[src/rtl/mem_access_unit.sv]
// Load/store front-end for a word-only RAM with a registered read port.
// Adds sub-word loads/stores (RMW) and flags misaligned accesses.
`timescale 1ns/1ps
module mem_access_unit (
    input  logic        clk,
    input  logic        rst_n,
    input  logic        req,
    input  logic        we,
    input  logic [1:0]  size,
    input  logic        uext,
    input  logic [31:0] addr,
    input  logic [31:0] wdata,
    output logic        ready,
    output logic        done,
    output logic        err,
    output logic [31:0] rdata,
    output logic        ram_wren,
    output logic [29:0] ram_address,
    output logic [31:0] ram_data,
    input  logic [31:0] ram_q
);

    typedef enum logic [2:0] {
        IDLE,
        ADDR,
        DATA,
        WRITE,
        DONE
    } state_t;

    state_t      state_q, state_d;
    logic        we_q, we_d;
    logic [1:0]  size_q, size_d;
    logic        uext_q, uext_d;
    logic [31:0] addr_q, addr_d;
    logic [31:0] wdata_q, wdata_d;
    logic        err_q, err_d;
    logic [31:0] rdata_q, rdata_d;
    logic [31:0] ram_data_q, ram_data_d;

    logic        misalign;
    logic [4:0]  byte_sh;
    logic [4:0]  half_sh;
    logic [7:0]  ld_byte;
    logic [15:0] ld_half;
    logic [31:0] load_val;
    logic [31:0] merged;

    // Big-endian lane extraction, extension and store-lane merge
    always_comb begin
        misalign = (size == 2'b11)
                 | ((size == 2'b01) & addr[0])
                 | ((size == 2'b10) & (|addr[1:0]));
        byte_sh  = {~addr_q[1:0], 3'b000};
        half_sh  = {~addr_q[1], 4'b0000};
        ld_byte  = 8'(ram_q >> byte_sh);
        ld_half  = 16'(ram_q >> half_sh);
        load_val = ram_q;
        merged   = ram_q;
        unique case (size_q)
            2'b00: begin
                load_val = uext_q ? {24'd0, ld_byte}
                                  : {{24{ld_byte[7]}}, ld_byte};
                merged   = (ram_q & ~(32'h0000_00FF << byte_sh))
                         | (32'(wdata_q[7:0]) << byte_sh);
            end
            2'b01: begin
                load_val = uext_q ? {16'd0, ld_half}
                                  : {{16{ld_half[15]}}, ld_half};
                merged   = (ram_q & ~(32'h0000_FFFF << half_sh))
                         | (32'(wdata_q[15:0]) << half_sh);
            end
            default: begin
                load_val = ram_q;
                merged   = wdata_q;
            end
        endcase
    end

    // Next-state and datapath register updates
    always_comb begin
        state_d    = state_q;
        we_d       = we_q;
        size_d     = size_q;
        uext_d     = uext_q;
        addr_d     = addr_q;
        wdata_d    = wdata_q;
        err_d      = err_q;
        rdata_d    = rdata_q;
        ram_data_d = ram_data_q;
        unique case (state_q)
            IDLE: begin
                if (req) begin
                    we_d    = we;
                    size_d  = size;
                    uext_d  = uext;
                    addr_d  = addr;
                    wdata_d = wdata;
                    err_d   = misalign;
                    if (misalign) begin
                        state_d = DONE;
                    end else if (we && size == 2'b10) begin
                        ram_data_d = wdata;
                        state_d    = WRITE;
                    end else begin
                        state_d = ADDR;
                    end
                end
            end
            ADDR: state_d = DATA;
            DATA: begin
                if (we_q) begin
                    ram_data_d = merged;
                    state_d    = WRITE;
                end else begin
                    rdata_d = load_val;
                    state_d = DONE;
                end
            end
            WRITE:   state_d = DONE;
            DONE:    state_d = IDLE;
            default: state_d = IDLE;
        endcase
    end

    // State and datapath registers
    always_ff @(posedge clk or negedge rst_n) begin
        if (!rst_n) begin
            state_q    <= IDLE;
            we_q       <= 1'b0;
            size_q     <= 2'b00;
            uext_q     <= 1'b0;
            addr_q     <= 32'd0;
            wdata_q    <= 32'd0;
            err_q      <= 1'b0;
            rdata_q    <= 32'd0;
            ram_data_q <= 32'd0;
        end else begin
            state_q    <= state_d;
            we_q       <= we_d;
            size_q     <= size_d;
            uext_q     <= uext_d;
            addr_q     <= addr_d;
            wdata_q    <= wdata_d;
            err_q      <= err_d;
            rdata_q    <= rdata_d;
            ram_data_q <= ram_data_d;
        end
    end

    // Outputs decoded from state so reset removes the write strobe at once
    always_comb begin
        ready       = (state_q == IDLE);
        done        = (state_q == DONE);
        err         = (state_q == DONE) & err_q;
        ram_wren    = (state_q == WRITE);
        ram_address = addr_q[31:2];
        ram_data    = ram_data_q;
        rdata       = rdata_q;
    end

endmodule
[config.mk]
export PLATFORM = sky130hd
export DESIGN_NAME = mem_access_unit
export DESIGN_NICKNAME = d
export VERILOG_FILES = /design/src/rtl/mem_access_unit.sv
export SDC_FILE = /design/constraint.sdc
export NUM_CORES = 1
export LEC_CHECK = 0
export BUFFER_PORTS_ARGS = -buffer_cell sky130_fd_sc_hd__buf_4
export CORE_MARGIN = 2
export CORE_UTILIZATION = 45
export DETAILED_ROUTE_END_ITERATION = 12
export PLACE_DENSITY = 0.71
export SKIP_LAST_GASP = 1
export SLEW_MARGIN = 20
export SYNTH_ARGS = -nofsm -noshare
export SYNTH_HDL_FRONTEND = slang
export SYNTH_SLANG_ARGS = --single-unit
[constraint.sdc]
create_clock -name clk -period 4.8 [get_ports clk]
set_clock_uncertainty 0.15 [all_clocks]
set_input_delay 0.96 -clock clk [delete_from_list [all_inputs] [get_ports clk]]
set_output_delay 0.96 -clock clk [all_outputs]
set_load 0.02 [all_outputs]
# Word-level counts from Yosys, hierarchy flattened
# Index checks and enable logic that the tools add are counted.
dict set report word_totals {
  output_inout_bits 98
  regBits 136
  wordCells 63
}
dict set report classes {
  muxes 14
  eq_ne 12
  reduce_logical 8
  bitwise_logic 14
  shifts 6
}
# op n
set ops {}
lappend ops {{32-bit two-way mux} 6}
lappend ops {{32-bit one-hot mux with 2 select lines} 3}
lappend ops {{32-bit bitwise AND} 2}
lappend ops {{32-bit NOT} 2}
lappend ops {{32-bit OR} 2}
lappend ops {{16-bit by 5-bit left shift with 32-bit output} 1}
lappend ops {{16-bit by 5-bit left shift with 32-bit output (first input constant)} 1}
lappend ops {{8-bit by 5-bit left shift with 32-bit output} 1}
lappend ops {{8-bit by 5-bit left shift with 32-bit output (first input constant)} 1}
lappend ops {{32-bit by 5-bit right shift with 16-bit output} 1}
lappend ops {{32-bit by 5-bit right shift with 8-bit output} 1}
lappend ops {{3-bit one-hot mux with 4 select lines} 1}
lappend ops {{3-bit two-way mux} 3}
lappend ops {{3-bit by 2-bit == test with 1-bit output (second input constant)} 2}
lappend ops {{2-bit != test (second input constant)} 3}
lappend ops {{5-bit AND reduction} 1}
lappend ops {{2-bit by 1-bit == test with 1-bit output (second input constant)} 2}
lappend ops {{2-bit == test (second input constant)} 2}
lappend ops {{2-bit AND reduction} 2}
lappend ops {{1-bit bitwise AND} 3}
lappend ops {{3-bit by 1-bit == test with 1-bit output (second input constant)} 1}
lappend ops {{3-bit == test (second input constant)} 1}
lappend ops {{3-bit zero test} 1}
lappend ops {{2-bit zero test} 1}
lappend ops {{8 further kinds} 10}

# Logic depth before layout (Yosys ltp)
# Gate-level depths: netlist (run 1).
dict set report logic_depth {
  ltp_word 8
  ltp_mapped 7
  ltp_nobuf 4
}

# Worst setup path before layout (run 1)
# OpenSTA, ideal clock, no wires.
dict set report synth_path {
  kind {input to register}
  startpoint {input ram_q[7]}
  endpoint {register rdata_q[21] (netlist: rdata[21])}
  path_stages 4
  t_arrival_ns 1.960
  setup_time_ns 0.126
  setup_slack_ns 2.564
  required_ns 4.524
  path_cell_list {mux4_2 -> o211ai_2 -> buf_4 -> nand3_1}
}
dict set report synth_via {
  elab_chain_cells 3
}
# element line
set synth_lines {}
lappend synth_lines {{start: declaration} 20} ;# input logic [31:0] ram_q
lappend synth_lines {{32-bit by 5-bit right shift with 8-bit output} 56} ;# ld_byte = 8'(ram_q >> byte_sh);
lappend synth_lines {{32-bit two-way mux} 62} ;# load_val = uext_q ? {24'd0, ld_byte}
lappend synth_lines {{32-bit one-hot mux with 2 select lines} 60} ;# unique case (size_q)
lappend synth_lines {{end signal: assignment} 146} ;# rdata_q <= rdata_d;
lappend synth_lines {{end: declaration} 38} ;# logic [31:0] rdata_q, rdata_d;
# Every way passes these cells.
# A chain may end at the register's enable or synchronous reset.

# Final worst setup path (run 1)
dict set report layout_path {
  startpoint {register state_q[0]}
  endpoint {register rdata_q[20] (netlist: rdata[20])}
}
dict set report layout_via {
  elab_chain_cells 2
}
# element line
set layout_lines {}
lappend layout_lines {{start: declaration} 31} ;# state_t state_q, state_d;
lappend layout_lines {{start signal: assignment} 139} ;# state_q <= state_d;
lappend layout_lines {{3-bit by 2-bit == test with 1-bit output} 91} ;# unique case (state_q)
lappend layout_lines {{2-bit AND reduction (no source line)} -}
# Every way passes these cells.

==> reports/summary.txt, run 1 <==
H-tree levels -> 4
Crit-path max FO -> 33
Combinational power share -> 44.8%
Register area share after synthesis -> 48.66%
Ports -> 201
Clock root buffer -> clkbuf_16
Total Routing Usage GR -> 25.18%
Stages on the worst setup path -> 5
Core area -> 15200 um^2
Fmax achieved -> 362.1 MHz
PwrDens -> 707.5 nW/um^2
Clk buf depth -> 2
IO Port Bufs -> 200
Post-route antenna net violation count -> 0
Tmin final -> 2.762 ns
Hold WS -> 0.3216 ns
Clock Pin Slew Worst Setup and Hold Paths -> 0.06 ns
Die area -> 16560 um^2
Slowest library cell on the worst path -> or3b_1
#FFs+latches synth -> 136
Via-per-instance ratio -> 5.426
Post-synth ARST share -> 100.0%
Syn Area/Cell -> 8.488 um^2
Total setup buffers inserted after CTS -> 0
Pre-antenna DRT Iters -> 6
Later-pin clock latency in the skew report -> 0.42 ns
Synth Cell Area -> 6994 um^2
Largest net degree at the start of global routing -> 79
Initial antenna violation count -> 0
Fin nets -> 1066
Final hold viol count -> 0
Final setup viols -> 0
Sink Count -> 136
DR WL/cell -> 17.67 um
Fill cells -> 1401
Hold path depth -> 2
Kind of cell adding the most delay to the critical path -> simple AND/OR/NAND/NOR gates
Starting DRT DRC Count -> 559
Area Growth Syn to Fin -> 27.23%
DR vias -> 6316
CTS Buf Count -> 17
CTS tree -> built
R2R depth -> 5
Placer congestion estimate -> 0.8195
N_diodes -> 0
Final setup TNS -> 0 ns
Storage element area -> 3406 um^2
Pint -> 3592 uW
Seq pwr share -> 35.6%
P_sw -> 2704 uW
Hold Path Class -> reg -> reg
Clock share of power -> 19.6%
Die Ht -> 128.7 um
DP Area -> 8339 um^2
Vias in the first global route -> 6020
Max-cap violations -> 0
Initial Utilization -> 46.01%
CP required -> 4.99 ns
Final worst path period share -> 57.54%
Resized cells post-CTS -> 0
Synth Instances -> 824
Fin area -> 8899 um^2
Sw Share -> 42.95%
CP peak stage delay -> 0.85 ns
Leak -> 0.004430 uW
VDD IR max -> 606.9 uV
Die width -> 128.7 um
Final WL -> 20570 um
Yosys cell types -> 45
Detail Placement HPWL -> 14350 um
Status -> finished clean
Syn_nets -> 927
Crit Path Class -> reg -> reg
Tightest Pin Transition -> 1.037 ns
Critical path, cell by cell -> or3b_1 -> nor2_2 -> buf_4 -> o211ai_2 -> nand3_1
Number of remaining DRC errors -> 0
Total gr overflow -> 0
Slew Viols, Final -> 0
Ys Warns -> 0
CP Launch Type -> register
Slew HR -> 30.89%
Bufs and invs on worst path -> 1
Multi-input combinational cell area -> 3092 um^2
Fraction of layout instances using a drive strength above 1 -> 27.97%
Arr. time, crit path -> 2.95 ns
Std-Cell Rows -> 45
RSZ-0062 raised after global routing -> no
Critical path capture point type -> register
Number of synthesized flops with an enable pin -> 0
Hold-fix buffers, CTS -> 0
Top_reg_cell synth -> dfrtp_1
Global-route wire length before repair -> 32400 um
-- logic make-up after synthesis --
group           Yosys count  synth area share, %
compound gates          183                15.46
buf+inv                  98                7.370
flops                   136                48.66
mux                      41                6.404
simple gates            366                22.11
-- through the flow --
step	instances	util [%]	power [uW]	worst slack [ns]
floorplan	824	-	4099	2.564
global placement	1132	54.86	5014	1.878
detailed placement	1132	54.86	5073	1.834
CTS	1164	58.54	6319	2.030
global route	1164	58.54	6724	1.845
finish	1164	58.54	6296	2.038
-- power groups by stage --
stage,clock (uW),combinational (uW),sequential (uW)
after global routing,1310,3100,2320
final,1230,2820,2240
after floorplan,0,1810,2290
after CTS,1250,2830,2240
after detailed placement,0,2830,2240
after global placement,0,2770,2240
-- layer usage --
layer	vias up	routed length [um]	track usage [%]
met3	20	1941	6.819
met5	-	0	0
met4	0	329	7.545
met2	280	9068	37.57
li1	3034	-	-
met1	2982	9225	36.08
-- area by class of cell --
class | count | area share (%)
Timing Repair Buffer | 209 | 17.67
Sequential cell | 136 | 38.27
Clock inverter | 12 | 1.153
Multi-Input combinational cell | 590 | 34.74
Clock buffer | 20 | 5.132
Tap cell | 188 | 2.643
Inverter | 9 | 0.3796
-- sequential cells by signal (all words and copies together) (netlist names) --
| signal | flops |
|---|---|
| uext_q | 1 |
| ram_data | 32 |
| rdata | 32 |
| err_q | 1 |
| we_q | 1 |
| size_q | 2 |
| wdata_q | 32 |
| state_q | 3 |
| addr_q | 32 |
-- layout by cell type, fill, tap and decap left out, types with 11 or more instances in the layout --
cell type and instances:
buf_4 208, clkbuf_16 17, o211ai_1 11, dfrtp_1 134, mux2i_1 20, o21ai_0 28, a21oi_1 59, nand2_1 271
nor2_1 23, o21ai_1 45, mux2_2 20, nand3_1 33
-- tightest hold or removal path: cells and delay by family, from the launching register on --
kind | cells | cell delay, ns
AND/OR/NAND/NOR | 2 | 0.10
flip-flops | 1 | 0.34
-- cell usage after synthesis (all sizes together) (8+ instances only) --
library cell / count / area (um^2)
clkbuf: 31 / 116.4
inv: 9 / 33.78
o211ai: 12 / 95.09
a22oi: 9 / 67.56
a22o: 8 / 70.07
mux2: 20 / 225.2
nor2: 25 / 98.84
mux2i: 20 / 200.2
nor3b: 9 / 72.57
nand3: 33 / 165.2
buf: 58 / 365.4
a211oi: 9 / 67.56
a21oi: 60 / 304.0
nand2: 272 / 1021
dfrtp: 136 / 3403
o21ai: 73 / 365.4
-- final timing paths --
path,startpoint,end,slack (ns)
max,state_q[0]$_DFFE_PN0P_,rdata[20]$_DFFE_PN0P_,2.04
min in group asynchronous,rst_n,rdata[4]$_DFFE_PN0P_,0.44
max in group asynchronous,rst_n,addr_q[1]$_DFFE_PN0P_,3.13
max reg2reg,state_q[0]$_DFFE_PN0P_,rdata[20]$_DFFE_PN0P_,2.04
min,addr_q[9]$_DFFE_PN0P_,addr_q[9]$_DFFE_PN0P_,0.32
min reg2reg,addr_q[9]$_DFFE_PN0P_,addr_q[9]$_DFFE_PN0P_,0.32
Note: power is estimated with default switching activity, not from simulation.
==> run 2, diff against run 1 <==
==> constraint.sdc (replaced) <==
create_clock -name clk -period 2.6 [get_ports clk]
set_clock_uncertainty 0.15 [all_clocks]
set_input_delay 0.52 -clock clk [delete_from_list [all_inputs] [get_ports clk]]
set_output_delay 0.52 -clock clk [all_outputs]
set_load 0.02 [all_outputs]
==> reports/summary.txt, run 2 (synthesis results as in run 1) <==
Final setup viols -> 0 (unchanged)
Clock root buffer -> clkbuf_16
Hold Path Class -> in -> reg
HP Start -> addr[23]
Fin cells -> 1180 (+1.4%)
Fin nets -> 1082 (+1.5%)
Clock Pin Slew Worst Setup and Hold Paths -> 0.06 ns (about the same)
Std-Cell Rows -> 45 (unchanged)
Fraction of layout instances using a drive strength above 1 -> 29.03% (+1.1 points)
Hold path depth -> 3 (+1)
Post-Route Utilization -> 60.20% (+1.7 points)
Total gr overflow -> 0 (unchanged)
Tmin final -> 2.182 ns
DR WL/cell -> 17.79 um (+0.68%)
Worst r2r dst -> ram_data[9]$_DFFE_PN0P_
Global-route wire length before repair -> 33340 um (+2.9%)
Final hold viol count -> 0 (unchanged)
Met3 Track Usage GR -> 7.484% (+0.67 points)
Sink Count -> 136 (unchanged)
Number of remaining DRC errors -> 0 (unchanged)
Crit-path max FO -> 9 (-73%)
Clk buf depth -> 2 (unchanged)
VDD IR max -> 613.6 uV (+1.1%)
Most common cell after layout, fill and taps aside -> nand2_1
Post-route antenna net violation count -> 0 (unchanged)
CP Launch Type -> register
CTS tree -> built
Status -> finished clean
Total setup buffers inserted after CTS -> 0 (unchanged)
FF-to-FF setup slack -> 0.48 ns (-1.56 ns)
Area Growth Syn to Fin -> 30.84%
Die area -> 16560 um^2 (unchanged)
Crit Path Class -> reg -> out
Die Ht -> 128.7 um (unchanged)
Met2 Resource Use GR -> 39.00% (+1.4 points)
Setup ws final -> 0.4183 ns (-1.620 ns)
Resized cells post-CTS -> 0 (unchanged)
Via-per-instance ratio -> 5.438 (+0.22%)
Ports -> 201 (unchanged)
Hold-fix buffers, CTS -> 1 (+1)
Largest net degree at the start of global routing -> 60 (-24%)
Vias in the first global route -> 6271 (+4.2%)
Fmax achieved -> 458.4 MHz
IO Port Bufs -> 200 (unchanged)
Fill cells -> 1405 (+0.29%)
N_diodes -> 0 (unchanged)
Starting DRT DRC Count -> 542 (-3.0%)
H-tree levels -> 4 (unchanged)
Met1 usage -> 36.27% (+0.19 points)
Place WS -> 0.5047 ns (-1.329 ns)
CP required -> 1.93 ns (-3.06 ns)
Initial Utilization -> 46.01% (unchanged)
Leak -> 0.004561 uW (+2.9%)
Hold Path Sink -> addr_q[23]$_DFFE_PN0P_
Final WL -> 20990 um (+2.1%)
Pre-antenna DRT Iters -> 5 (-1)
Arr. time, crit path -> 1.51 ns (-1.44 ns)
Total Routing Usage GR -> 26.20% (+1.0 points)
Detail Placement HPWL -> 15030 um (+4.7%)
Die width -> 128.7 um (unchanged)
Final setup TNS -> 0 ns (unchanged)
Most frequent cells in the layout -> 271 x nand2_1, 221 x buf_4, 134 x dfrtp_1
Critical path capture point type -> output pin
Tightest Pin Transition -> 0.9051 ns (-0.1316 ns)
Slew HR -> 38.81% (+7.9 points)
CTS Buf Count -> 17 (unchanged)
PwrDens -> 1334 nW/um^2 (+89%)
Placer congestion estimate -> 0.8610 (+5.1%)
Core area -> 15200 um^2 (unchanged)
DR vias -> 6417 (+1.6%)
Placed insts -> 1147 (+1.3%)
Later-pin clock latency in the skew report -> 0.43 ns (about the same)
Initial antenna violation count -> 0 (unchanged)
Slew Viols, Final -> 0 (unchanged)
R2r startpoint -> addr_q[1]$_DFFE_PN0P_
RSZ-0062 raised after global routing -> no
GRT busiest layer -> met2
R2R depth -> 4 (-1)
Max-cap violations -> 0 (unchanged)
Final worst path period share -> 83.91%
run 2: cell count changes in the layout (fill, tap and decap cells not counted):
cell	previous run	this run
clkinv_4	2	1
clkinv_2	5	1
dlygate4sd3_1	0	1
clkbuf_8	2	3
buf_4	208	221
buf_12	0	2
bufinv_16	1	5
run 2: worst max-delay path by stage:
| stage | start | endpoint | slack [ns] | depth (start not counted) |
|---|---|---|---|---|
| final | state_q[0]$_DFFE_PN0P_ | ready | 0.42 | 2 |
| after global routing | state_q[0]$_DFFE_PN0P_ | ready | 0.33 | 2 |
| after CTS | state_q[0]$_DFFE_PN0P_ | ready | 0.41 | 2 |
| after detailed placement | addr_q[1]$_DFFE_PN0P_ | ram_data[9]$_DFFE_PN0P_ | 0.50 | 4 |
| after global placement | addr_q[1]$_DFFE_PN0P_ | ram_data[9]$_DFFE_PN0P_ | 0.54 | 4 |
| after floorplan | state_q[0]$_DFFE_PN0P_ | err_q$_DFFE_PN0P_ | 0.63 | 6 |
run 2: routing by layer:
layer	part of all wire [%]	routed length (um)
met5	0	0
met1	44	9248
met4	2.6	536
met3	9.3	1955
met2	44	9249
run 2: per-stage QoR:
| step | hold slack [ns] | power [uW] | cell area (um^2) |
|---|---|---|---|
| 5_1_grt | 0.1178 | 12990 | 9151 |
| 4_1_cts | 0.1171 | 12250 | 9151 |
| 3_3_place_gp | 0.3086 | 9420 | 8477 |
| 3_5_place_dp | 0.3137 | 9520 | 8477 |
| 2_1_floorplan | 0.07441 | 7567 | 6994 |
| 6_report | 0.1313 | 12210 | 9151 |
run 2: critical path, stage by stage, from the launching register on:
cell and delay [ns]:
dfrtp_1 0.49, nor3_1 0.38, buf_4 0.22
run 2: power by group:
part / internal, uW / switching [uW] / total, uW
registers: 3130 / 918 / 4050
clock network: 1780 / 929 / 2710
logic: 2250 / 3200 / 5460
run 2: area by class of cell:
type | instances | area, um^2 | area share (%)
sequential | 136 | 3406 | 37.22
multi-input combinational | 590 | 3092 | 33.78
timing repair buffer | 225 | 1720 | 18.80
clock buffer | 21 | 470.5 | 5.141
tap | 188 | 235.2 | 2.570
clock inverter | 11 | 193.9 | 2.119
inverter | 9 | 33.78 | 0.3692
